`src/rtl/filter_rate_ctrl.sv`:
```
// Symbol-rate scheduler between the QAM mapper and filter_top: zero-stuffs
// mapper symbols at the selected baud and drains the RRC filters before any rate change.
module filter_rate_ctrl #(
  parameter int unsigned DRAIN_SYMS = 8
) (
  input  logic        clk,
  input  logic        rst_n,
  input  logic        run_en,
  input  logic [1:0]  rate_req,
  input  logic        rate_req_valid,
  output logic        rate_req_ready,
  input  logic [31:0] sym_i,
  input  logic [31:0] sym_q,
  input  logic        sym_valid,
  output logic        sym_ready,
  output logic [31:0] filter_in_i,
  output logic [31:0] filter_in_q,
  output logic [1:0]  baud_rate,
  output logic        filter_enable,
  output logic        busy,
  output logic        underrun
);

  localparam int CNT_W = (DRAIN_SYMS < 2) ? 1 : $clog2(DRAIN_SYMS + 1);
  localparam logic [CNT_W-1:0] DRAIN_LAST = CNT_W'(DRAIN_SYMS - 1);

  typedef enum logic [1:0] {
    S_IDLE,
    S_RUN,
    S_DRAIN,
    S_SWITCH
  } state_t;

  state_t           state, state_next;
  logic [4:0]       phase;
  logic [1:0]       pending, pending_next;
  logic [CNT_W-1:0] drain_cnt;

  logic [4:0] period_mask;
  logic [4:0] hold_len;
  logic [4:0] phase_mod;
  logic       slot;
  logic       hold_end;
  logic       req_fire;

  // Period and hold window are powers of two, so phase % P is a mask.
  always_comb begin
    period_mask = 5'd31;
    hold_len    = 5'd8;
    unique case (baud_rate)
      2'b00: begin period_mask = 5'd31; hold_len = 5'd8; end
      2'b01: begin period_mask = 5'd15; hold_len = 5'd4; end
      2'b10: begin period_mask = 5'd7;  hold_len = 5'd2; end
      2'b11: begin period_mask = 5'd3;  hold_len = 5'd1; end
      default: begin period_mask = 5'd31; hold_len = 5'd8; end
    endcase
  end

  assign phase_mod = phase & period_mask;
  assign slot      = (phase_mod == 5'd0);
  assign hold_end  = (phase_mod == hold_len);

  assign rate_req_ready = (state == S_IDLE) || (state == S_RUN);
  assign req_fire       = rate_req_valid & rate_req_ready;
  assign sym_ready      = (state == S_RUN) && slot;
  assign filter_enable  = (state != S_IDLE);
  assign busy           = (state == S_DRAIN) || (state == S_SWITCH);

  // NOTE: every always_comb output gets a default first so no latch is inferred.
  always_comb begin
    state_next   = state;
    pending_next = pending;
    unique case (state)
      S_IDLE: begin
        if (run_en) state_next = S_RUN;
      end
      S_RUN: begin
        if (req_fire && (rate_req != baud_rate)) begin
          pending_next = rate_req;
          state_next   = S_DRAIN;
        end else if (!run_en) begin
          pending_next = baud_rate;
          state_next   = S_DRAIN;
        end
      end
      S_DRAIN: begin
        if (slot && (drain_cnt == DRAIN_LAST)) state_next = S_SWITCH;
      end
      S_SWITCH: begin
        state_next = run_en ? S_RUN : S_IDLE;
      end
      default: state_next = S_IDLE;
    endcase
  end

  // NOTE: sequential state uses non-blocking assignments only, all reset asynchronously.
  always_ff @(posedge clk or negedge rst_n) begin
    if (!rst_n) begin
      state   <= S_IDLE;
      pending <= 2'b00;
      phase   <= 5'd0;
    end else begin
      state   <= state_next;
      pending <= pending_next;
      phase   <= phase + 5'd1;
    end
  end

  always_ff @(posedge clk or negedge rst_n) begin
    if (!rst_n) begin
      baud_rate <= 2'b00;
    end else if ((state == S_IDLE) && req_fire) begin
      baud_rate <= rate_req;
    end else if (state == S_SWITCH) begin
      baud_rate <= pending;
    end
  end

  always_ff @(posedge clk or negedge rst_n) begin
    if (!rst_n) begin
      drain_cnt <= '0;
    end else if (state != S_DRAIN) begin
      drain_cnt <= '0;
    end else if (slot) begin
      drain_cnt <= drain_cnt + 1'b1;
    end
  end

  // Sample is loaded at a slot, held for one filter sample period, then zeroed.
  always_ff @(posedge clk or negedge rst_n) begin
    if (!rst_n) begin
      filter_in_i <= '0;
      filter_in_q <= '0;
    end else if (state == S_SWITCH) begin
      filter_in_i <= '0;
      filter_in_q <= '0;
    end else if ((state == S_RUN) && slot) begin
      filter_in_i <= sym_valid ? sym_i : '0;
      filter_in_q <= sym_valid ? sym_q : '0;
    end else if (slot || hold_end) begin
      filter_in_i <= '0;
      filter_in_q <= '0;
    end
  end

  always_ff @(posedge clk or negedge rst_n) begin
    if (!rst_n) begin
      underrun <= 1'b0;
    end else begin
      underrun <= (state == S_RUN) && slot && !sym_valid;
    end
  end

endmodule

```
`config.mk`:
```
export PLATFORM = sky130hd
export DESIGN_NAME = filter_rate_ctrl
export DESIGN_NICKNAME = d
export VERILOG_FILES = /design/src/rtl/filter_rate_ctrl.sv
export SDC_FILE = /design/constraint.sdc
export NUM_CORES = 1
export LEC_CHECK = 0
export ABC_AREA = 0
export CORE_AREA = 2 2 118 74
export CTS_CLUSTER_SIZE = 14
export DETAILED_ROUTE_END_ITERATION = 8
export DIE_AREA = 0 0 120 76
export PLACE_DENSITY = 0.87
export SYNTH_ARGS = -nofsm -noshare
export SYNTH_HDL_FRONTEND = slang
export SYNTH_SLANG_ARGS = --single-unit
```
`constraint.sdc`:
```
create_clock -name clk -period 2.3 [get_ports clk]
set_input_delay 0.46 -clock clk [delete_from_list [all_inputs] [get_ports clk]]
set_output_delay 0.46 -clock clk [all_outputs]
set_load 0.05 [all_outputs]
```
* After elaboration in Yosys (flattened, before gate mapping)
Index checks and enable logic that the tools add are counted.
Cells by class: eq/ne operators 14, add/sub/neg operators 2, bitwise gates (word level) 2, reductions and logical operators 18, muxes and demuxes 21
Operators by type and width (count):
- 32-bit 2-to-1 mux | 7
- 5-bit one-hot mux with 4 select lines | 2
- 2-bit 2-to-1 mux | 8
- 2-bit == test, second input constant | 4
- 4-bit 2-to-1 mux | 2
- 2-bit one-hot mux with 4 select lines | 1
- 2-bit nonzero test | 3
- 5-bit by 1-bit adder with 5-bit output, second input constant | 1
- 5-bit bitwise AND | 1
- 5-bit == test | 1
- 1-bit logical AND | 5
- 5-bit logical NOT | 1
- 4-bit by 1-bit adder with 4-bit output, second input constant | 1
- 2-bit by 1-bit == test with 1-bit output, second input constant | 2
- 4-bit by 3-bit == test with 1-bit output, second input constant | 1
- 2-bit logical NOT | 2
- 2-bit by 1-bit inequality test with 1-bit output, second input constant | 2
- 2-bit inequality test, second input constant | 2
- 1-bit logical OR | 3
- 3-bit by 2-bit inequality test with 1-bit output, second input constant | 1
- 3-bit AND reduction | 1
- 3-bit nonzero test | 1
- 2-bit inequality test | 1
- 2-bit AND reduction | 1
- 3 further kinds | 3
Word-level totals: output and inout bits 71, flip-flop bits (word level) 80, word-level logic and storage cells 65

* Logic depth before layout (Yosys ltp)
depth in word-level cells 8, gate-level depth with buffers 8, mapped depth without buffers 6

* Least setup slack after synthesis
No wires, ideal clock.
kind register -> output, start register baud_rate[1], end output port sym_ready, stages on the path, launching flop included 6, arrival 1565 ps, required time 1840 ps, setup slack 275 ps, path buffers 1, cells stage by stage dfrtp_1 > buf_6 > nor2b_4 > o21a_2 > nor2_4 > and2_2
Between the ends: longest elaborated chain between the ends 5
Ends and longest elaborated chain:
- start: declaration | line 18 | output logic [1:0] baud_rate,
- start signal: assignment | line 113 | baud_rate <= rate_req;
- start signal: assignment | line 115 | baud_rate <= pending;
- 2-bit == test (tied with other cells) | line 50 | unique case (baud_rate)
- 5-bit one-hot mux with 4 select lines * | line 50
- 5-bit bitwise AND * | line 59 | assign phase_mod = phase & period_mask;
- 5-bit logical NOT * | line 60 | assign slot = (phase_mod == 5'd0);
- 1-bit logical AND * | line 65 | assign sym_ready = (state == S_RUN) && slot;
- end: declaration | line 15 | output logic sym_ready,
Mark *: on every way between the ends. The rest lies on a longest branch, timed or not. The select of a mux whose other input is x is not followed.

* Worst setup path after layout
start register baud_rate[1], end output port baud_rate[1]
No word-level cell between the ends.

==> results.py <==
metrics = {
    "route": {
        "wirelength_mm": 8.113,
        "wl_per_cell_um": 16.36,
        "vias_per_cell": 4.996,
        "final_antenna_net_count": 0,
        "firstDrtPassIters": 4,
        "drt_drc_violations_left": 0,
        "dr.first_iter.drc_count": 115,
        "routed-via-count": 2478,
    },
    "cells_and_area": {
        "n_fill_cell": 646,
        "layout.cells.most_common": "sky130_fd_sc_hd__clkdlybuf4s50_1",
        "multiInputGateArea_um2": 1161,
        "antenna_diode_count": 0,
        "synthToLayoutAreaGrowth_pct": 52.71,
        "layout.nets": 457,
        "final_cell_mix": "136 x sky130_fd_sc_hd__clkdlybuf4s50_1, 80 x sky130_fd_sc_hd__dfrtp_1, 36 x sky130_fd_sc_hd__a22o_2, 28 x sky130_fd_sc_hd__a22o_1, 9 x sky130_fd_sc_hd__clkbuf_16",
        "post_route_cells_drive_above_1_share_pct": 19.79,
        "register_area_um2": 2002,
    },
    "synthesis": {
        "synth_area_um2": 3318,
        "post_synth.cell_area_avg_um2": 13.94,
        "postSynthCellCount": 238,
        "synth_largest_area_cell": "sky130_fd_sc_hd__dfrtp_1",
        "netlist.area_leader.share_pct": 60.33,
        "synthesis.nets": 316,
        "synth.top_cells.by_area": "sky130_fd_sc_hd__dfrtp_1 60%, sky130_fd_sc_hd__a22o_2 11%, sky130_fd_sc_hd__a22o_1 7.4%, sky130_fd_sc_hd__buf_6 2.7%, sky130_fd_sc_hd__ha_1 2.6%",
        "yosys_warnings": 0,
        "synthDistinctLibCells": 33,
        "synth.ff_latch_count": 80,
        "ys_seq_area_share_pct": 60.33,
    },
    "die": {
        "initial_core_util_pct": 40.64,
        "die-width_um": 120,
        "core.rowCount": 26,
        "floorplan_die_area_um2": 9120,
        "design.core.area_um2": 8165,
        "chipHeight_um": 76,
        "design.portCount": 142,
    },
    "cts": {
        "cts_hold_buf": 0,
        "worst_setup_hold_path_clk_slew_ns": 0.06,
        "cts_buffers": 9,
        "cts_tree": "done",
        "post_cts.repair.setup_buffers": 0,
        "clock_insertion_delay_worst_skew_ns": 0.32,
        "clock_tree.buffer_depth": 2,
        "htreeDepth": 3,
        "clk_root_buffer_cell": "sky130_fd_sc_hd__clkbuf_16",
        "cts_sinks": 80,
        "cts_resized": 0,
    },
    "grt": {
        "grtUsageMet1_pct": 25.73,
        "grt_first_pass_wirelength_mm": 13.15,
        "grt_max_degree": 81,
        "global_route.usage.total_pct": 18.55,
        "grt_antenna_before_repair": 0,
        "grt_use_met2_pct": 27.67,
        "grt.busiest_layer": "met2",
        "vias_in_the_first_global_route": 2591,
        "grt-ovfl-total": 0,
        "grt.met3_usage_pct": 6.512,
    },
    "worst_setup_path": {
        "cp-end-kind": "output port",
        "worstPathCellList": "clkdlybuf4s50_1",
        "reg2reg_slack_ns": 0.36,
        "path_class": "flip-flop to output port",
        "cp.buffers_inverters": 1,
        "critical_path_cell_count": 1,
        "worst-path-max-fanout": 9,
        "setup.worst_path.end": "baud_rate[1]",
        "critical_path_arrival_ns": 1.75,
        "worstPathRequired_ns": 1.84,
        "regToRegEndpoint": "filter_in_q[23]$_DFFE_PN0P_",
        "worst_setup_path_startpoint": "baud_rate[1]$_DFFE_PN0P_",
        "worstReg2RegStart": "phase[0]$_DFF_PN0_",
        "startpoint_type": "flip-flop",
        "worst_path_largest_cell_delay_ns": 0.88,
        "timing.critical_path.max_delay_family": "buffers and inverters",
        "cp_slowest_cell": "sky130_fd_sc_hd__clkdlybuf4s50_1",
        "r2r_cells": 7,
    },
    "timing": {
        "fmax_ghz": 0.4521,
        "tns_ns": 0,
        "worstMarginPinSlew_ns": 0.5259,
        "timing.max_slew.rel_slack_pct": 64.83,
        "final_slew_viol_count": 0,
        "setup_viol": 0,
        "clock_skew_ns": 0.003591,
        "grt_setup_unrepaired": "no",
        "report.final.hold_viol_count": 0,
        "min_period_over_period_pct": 96.17,
        "finalCriticalPeriod_ns": 2.212,
    },
    "place": {
        "hpwlAfterDp_mm": 5.784,
        "io_buffers": 141,
        "place_congestion": 0.8164,
    },
    "worst_hold_path": {
        "hold_path.class": "primary input to asynchronous set/reset pin",
    },
    "run_status": {
        "run_status": "finished, final reports clean",
    },
    "pwr": {
        "powerDensity_nw_per_um2": 1064,
        "irDropWorstVdd_mv": 0.7850,
        "total_power_mw": 5.393,
        "power_leakage_nw": 2.247,
    },
    "flow_run": {
        "cap_viol_max_count": 0,
    },
}
==> synthesized netlist by cell type <==
| library cell | instances |
|---|---|
| sky130_fd_sc_hd__buf_2 | 8 |
| sky130_fd_sc_hd__nor3_1 | 2 |
| sky130_fd_sc_hd__inv_1 | 7 |
| sky130_fd_sc_hd__o21ai_0 | 3 |
| sky130_fd_sc_hd__dfrtp_1 | 80 |
| sky130_fd_sc_hd__nor2_1 | 8 |
| sky130_fd_sc_hd__and2_2 | 1 |
| sky130_fd_sc_hd__a21boi_0 | 1 |
| sky130_fd_sc_hd__or2_2 | 2 |
| sky130_fd_sc_hd__ha_1 | 7 |
| sky130_fd_sc_hd__mux2i_1 | 3 |
| sky130_fd_sc_hd__nand3_1 | 3 |
| sky130_fd_sc_hd__a21o_2 | 1 |
| sky130_fd_sc_hd__and4b_1 | 2 |
| sky130_fd_sc_hd__a22o_2 | 36 |
| sky130_fd_sc_hd__nor2b_1 | 1 |
| sky130_fd_sc_hd__o32ai_1 | 1 |
| sky130_fd_sc_hd__a2bb2oi_1 | 1 |
| sky130_fd_sc_hd__nand2_1 | 8 |
| sky130_fd_sc_hd__buf_6 | 8 |
| sky130_fd_sc_hd__xnor2_1 | 7 |
| sky130_fd_sc_hd__a21oi_1 | 5 |
| sky130_fd_sc_hd__a31oi_1 | 2 |
| sky130_fd_sc_hd__mux2_2 | 5 |
| sky130_fd_sc_hd__xor2_1 | 1 |
| sky130_fd_sc_hd__nor2_4 | 1 |
| sky130_fd_sc_hd__a311oi_4 | 1 |
| sky130_fd_sc_hd__nor3b_1 | 1 |
| sky130_fd_sc_hd__a22o_1 | 28 |
| sky130_fd_sc_hd__o21bai_4 | 1 |
| sky130_fd_sc_hd__o21a_2 | 1 |
| sky130_fd_sc_hd__nand2_2 | 1 |
| sky130_fd_sc_hd__nor2b_4 | 1 |
==> cells by family (layout without fill, tap and decap cells) <==
logic type,Yosys count,in the layout,synth area share (%)
AOI/OAI and AO/OA,81,81,22.47
DFF,80,80,60.33
xor gates and xnor gates,8,8,2.112
buffers and inverters,23,169,4.714
muxes,8,8,2.602
adders and majority gates,7,7,2.639
and+or+nand+nor,31,31,5.128
==> per-stage QoR <==
step / hold slack (ns) / instances / setup WS [ns] / cell area [µm²] / util, %
after floorplan: 0.1644 / 238 / 0.2747 / 3318 / -
after global placement: 0.4695 / 480 / 0.3511 / 4803 / 58.83
after detailed placement: 0.4689 / 480 / 0.2884 / 4803 / 58.83
after CTS: 0.1615 / 496 / 0.06986 / 5067 / 62.06
after global routing: 0.1796 / 496 / 0.01415 / 5067 / 62.06
final: 0.1192 / 496 / 0.08808 / 5067 / 62.06
==> worst min path at each step <==
| stage | start | end | slack, ns |
|---|---|---|---|
| 4_1_cts | rst_n | filter_in_q[5]$_DFFE_PN0P_ | 0.16 |
| 6_report | rst_n | filter_in_q[5]$_DFFE_PN0P_ | 0.12 |
| 3_5_place_dp | phase[4]$_DFF_PN0_ | phase[4]$_DFF_PN0_ | 0.47 |
| 3_3_place_gp | phase[4]$_DFF_PN0_ | phase[4]$_DFF_PN0_ | 0.47 |
| 2_1_floorplan | rst_n | baud_rate[0]$_DFFE_PN0P_ | 0.16 |
| 5_1_grt | rst_n | filter_in_q[11]$_DFFE_PN0P_ | 0.18 |
==> state kept, by name, indices dropped and copies added, names as in the netlist <==
register	cells
baud_rate	2
filter_in_q	32
filter_in_i	32
pending	2
phase	5
state	2
underrun	1
drain_cnt	4
==> layer usage <==
| metal | wire, µm | vias up | share of wire [%] |
|---|---|---|---|
| li1 | - | 1159 | - |
| met1 | 3810 | 1195 | 47 |
| met2 | 3561 | 113 | 44 |
| met3 | 629 | 11 | 7.8 |
| met4 | 112 | 0 | 1.4 |
| met5 | 0 | - | 0 |
==> cell type report <==
type,count,area share (%)
clock buffer,11,4.593
timing repair buffer,146,29.09
inverter,7,0.5185
tap,112,2.765
multi-input combinational,135,22.91
clock inverter,5,0.6173
sequential,80,39.51
==> power by group <==
| group | total [mW] | switching (mW) | leakage [nW] | internal (mW) |
|---|---|---|---|---|
| clock | 1.26 | 0.531 | 0.130 | 0.729 |
| combinational | 2.32 | 1.47 | 1.04 | 0.852 |
| sequential | 1.81 | 0.184 | 1.08 | 1.63 |
(Power assumes the default switching activity.)
==> patch 1 (config.mk and constraints unchanged) <==
The parameter `DRAIN_SYMS` goes from 8 to 16.
--- a/src/rtl/filter_rate_ctrl.sv
+++ b/src/rtl/filter_rate_ctrl.sv
@@ -1,7 +1,7 @@
 // Symbol-rate scheduler between the QAM mapper and filter_top: zero-stuffs
 // mapper symbols at the selected baud and drains the RRC filters before any rate change.
 module filter_rate_ctrl #(
-  parameter int unsigned DRAIN_SYMS = 8
+  parameter int unsigned DRAIN_SYMS = 16
 ) (
   input  logic        clk,
   input  logic        rst_n,
Formal check against the unedited RTL: same outputs for any inputs over 10 cycles, from zero or initial values and one cycle with rst_n low; that may be too few to reach the edited logic, so the function may still have changed.
==> patch 1 against the unedited design <==
Sequential power is 3% higher; synthesized area is 0.49% higher; power is 5.2% higher; sequential cell count is 1 higher; wire length is 4.3% higher; worst setup slack better by 0.024 ns; cell area is 2.0% higher; die area stayed put; synthesized cell count is 1.7% higher; critical path type unchanged; critical endpoint is now sym_ready; largest power group unchanged.
==> patch 1: results (changes against the unedited design) <==
| Metric | Value |
|---|---|
| Clock latency on the worst-skew pair | `0.34 ns (+0.02 ns)` |
| Met1 WL | `3833 um (+0.60%)` |
| First DRT Iteration DRCs | `136 (+18%)` |
| Routed vias/inst | `5.216 (+4.4%)` |
| Synth top area cells | `dfrtp_1, a22o_1, ha_1` |
| Total global-route track usage | `19.21% (+0.66 points)` |
| Placed insts | `483 (+0.63%)` |
| Fillers | `605 (-6.3%)` |
| Met1 usage | `26.65% (+0.93 points)` |
| Maximum VDD drop | `689.2 uV (-12%)` |
| DP Area | `4823 um2 (+0.42%)` |
| Top post-synthesis cells by count | `dfrtp_1, a22o_1, buf_6, ha_1, inv_1` |
| CP top delay family | `simple AND/OR/NAND/NOR gates` |
| # nets final | `463 (+1.3%)` |
| CP Max Fanout | `6 (-3)` |
| Syn nets | `321 (+1.6%)` |
| Met3 wire length | `632 um (+0.48%)` |
| Met3 usage | `5.689% (-0.82 points)` |
| Worst path arrival time | `1.73 ns (-0.02 ns)` |
| Outcome | `completed` |
| Layout cells sized above 1 | `10.28% (-9.5 points)` |
| Final non-filler cell total | `501 (+1.0%)` |
| Hold WS | `0.1145 ns (-0.004731 ns)` |
| Met2 WL post-DR | `3871 um (+8.7%)` |
| Clock skew | `0.006699 ns (+0.003108 ns)` |
| Rel. slew slack | `62.93% (-1.9 points)` |
| Sequential area share after synthesis | `60.79% (+0.46 points)` |
| CP peak stage delay | `0.44 ns (-0.44 ns)` |
| RR Startpoint | `phase[0]` |
| CTS Buf Count | `9 (unchanged)` |
| Cell count of the worst reg-to-reg path | `8 (+1)` |
| R2R setup slack | `0.23 ns (-0.13 ns)` |
| Post-synthesis cell type count | `39 (+18%)` |
| Largest net degree at the start of global routing | `44 (-46%)` |
| Slowest-stage cell, CP | `dfrtp_1` |
| FF-to-FF End | `filter_in_q[0]` |
| Pre-CTS WS | `0.1950 ns (-0.09341 ns)` |
| Drt total wl | `8464 um (+4.3%)` |
| RePlAce Congestion | `0.7816 (-4.3%)` |
[patch 1: cells by family (layout without fill, tap and decap cells)]
logic type | count (synthesis) | after routing | synth area share, %
muxes | 5 | 5 | 1.538
AOI/OAI and AO/OA | 82 | 82 | 21.28
DFF | 81 | 81 | 60.79
xor gates and xnor gates | 8 | 8 | 2.101
and+or+nand+nor | 33 | 33 | 5.854
buffers and inverters | 25 | 172 | 5.441
adders and majority gates | 8 | 8 | 3.002
[patch 1: how the worst max path moves through the flow]
stage / startpoint / to / slack [ns] / cells after the start
3_3_place_gp: rate_req[1] / state[1] / 0.30 / 6
5_1_grt: phase[2] / sym_ready / 0.002 / 5
2_1_floorplan: baud_rate[1] / sym_ready / 0.05 / 5
6_report: phase[0] / sym_ready / 0.11 / 6
4_1_cts: baud_rate[0] / baud_rate[0] / 0.02 / 1
3_5_place_dp: baud_rate[1] / filter_in_i[27] / 0.19 / 6
[patch 1: timing repair]
| action | CTS | global route |
|---|---|---|
| resized for setup | 2 | 3 |
| pin swaps | 0 | 1 |
| setup buffers | 0 | 2 |
| setup endpoints to repair | 1 | 2 |
[patch 1: worst register-to-register path: stages, from the launching register on]
cell and delay, ns:
dfrtp_1 0.44, inv_1 0.10, ha_1 0.18, nand2_1 0.14
nor2_4 0.21, buf_4 0.16, and4b_2 0.26, buf_4 0.30
a22o_1 0.22
[patch 1: layout make-up]
type	instances	area [um2]	share of cell area [%]
sequential	81	2028	39.26
timing repair buffer	148	1516	29.35
multi-input combinational	136	1139	22.04
clock buffer	9	225.2	4.359
tap	112	140.1	2.713
clock inverter	7	87.58	1.695
inverter	8	30.03	0.5813
[patch 1: where the power goes]
part           switching, mW  internal (mW)  leakage [nW]
combinational           1.47          0.879          1.08
clock                  0.607          0.859         0.145
sequential             0.201           1.65          1.09
==> patch 2 (same flow settings) <==
Without the edit above. Make the reset (`rst_n`) synchronous in 5 clocked blocks. Comments in the files are not updated.
--- a/src/rtl/filter_rate_ctrl.sv
+++ b/src/rtl/filter_rate_ctrl.sv
@@ -94,7 +94,7 @@
   end
 
   // NOTE: sequential state uses non-blocking assignments only, all reset asynchronously.
-  always_ff @(posedge clk or negedge rst_n) begin
+  always_ff @(posedge clk) begin
     if (!rst_n) begin
       state   <= S_IDLE;
       pending <= 2'b00;
@@ -106,7 +106,7 @@
     end
   end
 
-  always_ff @(posedge clk or negedge rst_n) begin
+  always_ff @(posedge clk) begin
     if (!rst_n) begin
       baud_rate <= 2'b00;
     end else if ((state == S_IDLE) && req_fire) begin
@@ -116,7 +116,7 @@
     end
   end
 
-  always_ff @(posedge clk or negedge rst_n) begin
+  always_ff @(posedge clk) begin
     if (!rst_n) begin
       drain_cnt <= '0;
     end else if (state != S_DRAIN) begin
@@ -127,7 +127,7 @@
   end
 
   // Sample is loaded at a slot, held for one filter sample period, then zeroed.
-  always_ff @(posedge clk or negedge rst_n) begin
+  always_ff @(posedge clk) begin
     if (!rst_n) begin
       filter_in_i <= '0;
       filter_in_q <= '0;
@@ -143,7 +143,7 @@
     end
   end
 
-  always_ff @(posedge clk or negedge rst_n) begin
+  always_ff @(posedge clk) begin
     if (!rst_n) begin
       underrun <= 1'b0;
     end else begin
Behaviour: differs if rst_n is asserted again (counterexample within 4 cycles, from zero or initial values and one cycle with rst_n low); with rst_n held inactive, the same outputs for 10 cycles.
==> patch 2 against the unedited design <==
Synthesized cell count is 4.2% higher; register-to-register slack better by 0.11 ns; cell area shrank 6.1%; final cell count rose by 2.2%; wire length decreased by 8.3%; first-iteration DRC count shrank 14%; synthesized area fell by 12%; sequential share of layout area fell by 5.8 points; worst setup slack lost 0.029 ns; via count decreased by 1.7%; clock skew rose by 0.00098 ns; sequential cell count unchanged; power shrank 17%; largest power group is now clock; highest routed layer unchanged.
==> patch 2: results (changes against the unedited design) <==
| Metric | Value |
|---|---|
| Outcome | `completed` |
| First-pass GRT wire length | `11790 um (-10%)` |
| Maximum VDD drop | `448.0 uV (-43%)` |
| CP peak stage delay | `between 0.8 and 0.9 ns` |
| CP top delay family | `buffers and inverters` |
| RePlAce Congestion | `0.8499 (+4.1%)` |
| Layout cells sized above 1 | `8.861% (-11 points)` |
| Clk slew on worst S/H paths | `0.06 ns (about the same)` |
| CTS Buffer Depth | `2 (unchanged)` |
| Initial antenna violation count | `0 (unchanged)` |
| Crit path launch | `baud_rate[0]` |
| Ys flop type | `dfxtp_1` |
| Hold Path Stages | `1` |
| Total global-route track usage | `16.08% (-2.5 points)` |
| Synth top area cells | `dfxtp_1, a22o_1, ha_1` |
| Syn nets | `327 (+3.5%)` |
| Via count | `2437 (-1.7%)` |
| Root Buffer | `clkbuf_16` |
| Post-synthesis cell type count | `37 (+12%)` |
| Min-Delay Path Class | `flip-flop to flip-flop` |
| DP HPWL | `5430 um (-6.1%)` |
| Syn_area_per_cell | `11.76 um2 (-16%)` |
| Clock latency on the worst-skew pair | `0.32 ns (about the same)` |
| Top post-synthesis cells by count | `dfxtp_1, a22o_1, nor2_1, ha_1, inv_1` |
| Fillers | `657 (+1.7%)` |
| Cell count of the worst reg-to-reg path | `7 (unchanged)` |
| CTS H-tree depth | `3 (unchanged)` |
| Yosys warns | `0 (unchanged)` |
| DP Area | `4394 um2 (-8.5%)` |
| Pre-CTS WS | `0.3471 ns (+0.05878 ns)` |
| First DRT Iteration DRCs | `99 (-14%)` |
| # nets final | `469 (+2.6%)` |
| Hold path start | `filter_in_i[25]` |
| RR Startpoint | `phase[0]` |
| Async SR Flop Fraction | `0% (-100 points)` |
| CP Max Fanout | `8 (-1)` |
| Slowest-stage cell, CP | `clkdlybuf4s50_1` |
| Clock skew | `0.004567 ns (+0.0009755 ns)` |
| CTS Buf Count | `9 (unchanged)` |
| Worst path arrival time | `1.78 ns (+0.03 ns)` |
| Sequential area share after synthesis | `54.94% (-5.4 points)` |
| IO buf count | `141 (unchanged)` |
| Placed insts | `491 (+2.3%)` |
| Top flop regs | `filter_in_i x32, filter_in_q x32, phase x5` |
| Leakage | `1.823 nW (-19%)` |
| Switching pwr | `1.416 mW (-35%)` |
| Antenna Cells | `0 (unchanged)` |
| Largest net degree at the start of global routing | `51 (-37%)` |
| Routed vias/inst | `4.807 (-3.8%)` |
| Drt total wl | `7440 um (-8.3%)` |
| First-pass iteration count of the detailed router | `4 (unchanged)` |
| Rel. slew slack | `64.22% (-0.61 points)` |
==> patch 2: metal layers <==
layer | routed length [um] | global-route usage, %
met5 | 0 | 0
met4 | 68 | 4.824
met3 | 675 | 6.512
met2 | 3260 | 24.60
met1 | 3436 | 20.85
==> patch 2: logic make-up after synthesis <==
kind of cell,after synthesis,share of synthesized area (%)
compound gates,87,25.71
flops,80,54.94
simple gates,38,6.309
buf+inv,23,5.837
xor+xnor,8,2.403
fa+ha+maj,8,3.434
mux,4,1.373
==> patch 2: path summary, 6_finish.rpt <==
check                         end  slack (ns)
hold reg to reg   filter_in_i[25]        0.48
hold / removal    filter_in_i[25]        0.48
setup / recovery     baud_rate[0]        0.06
setup reg to reg   filter_in_i[7]        0.47
==> patch 2: what timing repair did <==
action	in CTS	in global routing
endpoints found under the setup margin	0	1
setup buffers	0	0
hold buffers	0	0
gates resized for setup	0	3
==> patch 2: layout make-up <==
class / instances / area, um2 / share of cell area (%)
Clock buffer: 9 / 225.2 / 4.734
Clock inverter: 7 / 126.4 / 2.656
Inverter: 8 / 30.03 / 0.6312
Multi-Input combinational cell: 145 / 1156 / 24.30
Sequential cell: 80 / 1603 / 33.69
Tap cell: 112 / 140.1 / 2.946
Timing Repair Buffer: 146 / 1476 / 31.04
==> patch 2: power groups by stage <==
stage | Sequential, mW | Combinational (mW) | Clock (mW)
floorplan | 1.91 | 0.539 | 0
global placement | 1.63 | 1.23 | 0
detailed placement | 1.63 | 1.25 | 0
CTS | 1.60 | 1.25 | 1.69
global route | 1.62 | 1.32 | 1.75
finish | 1.61 | 1.25 | 1.64
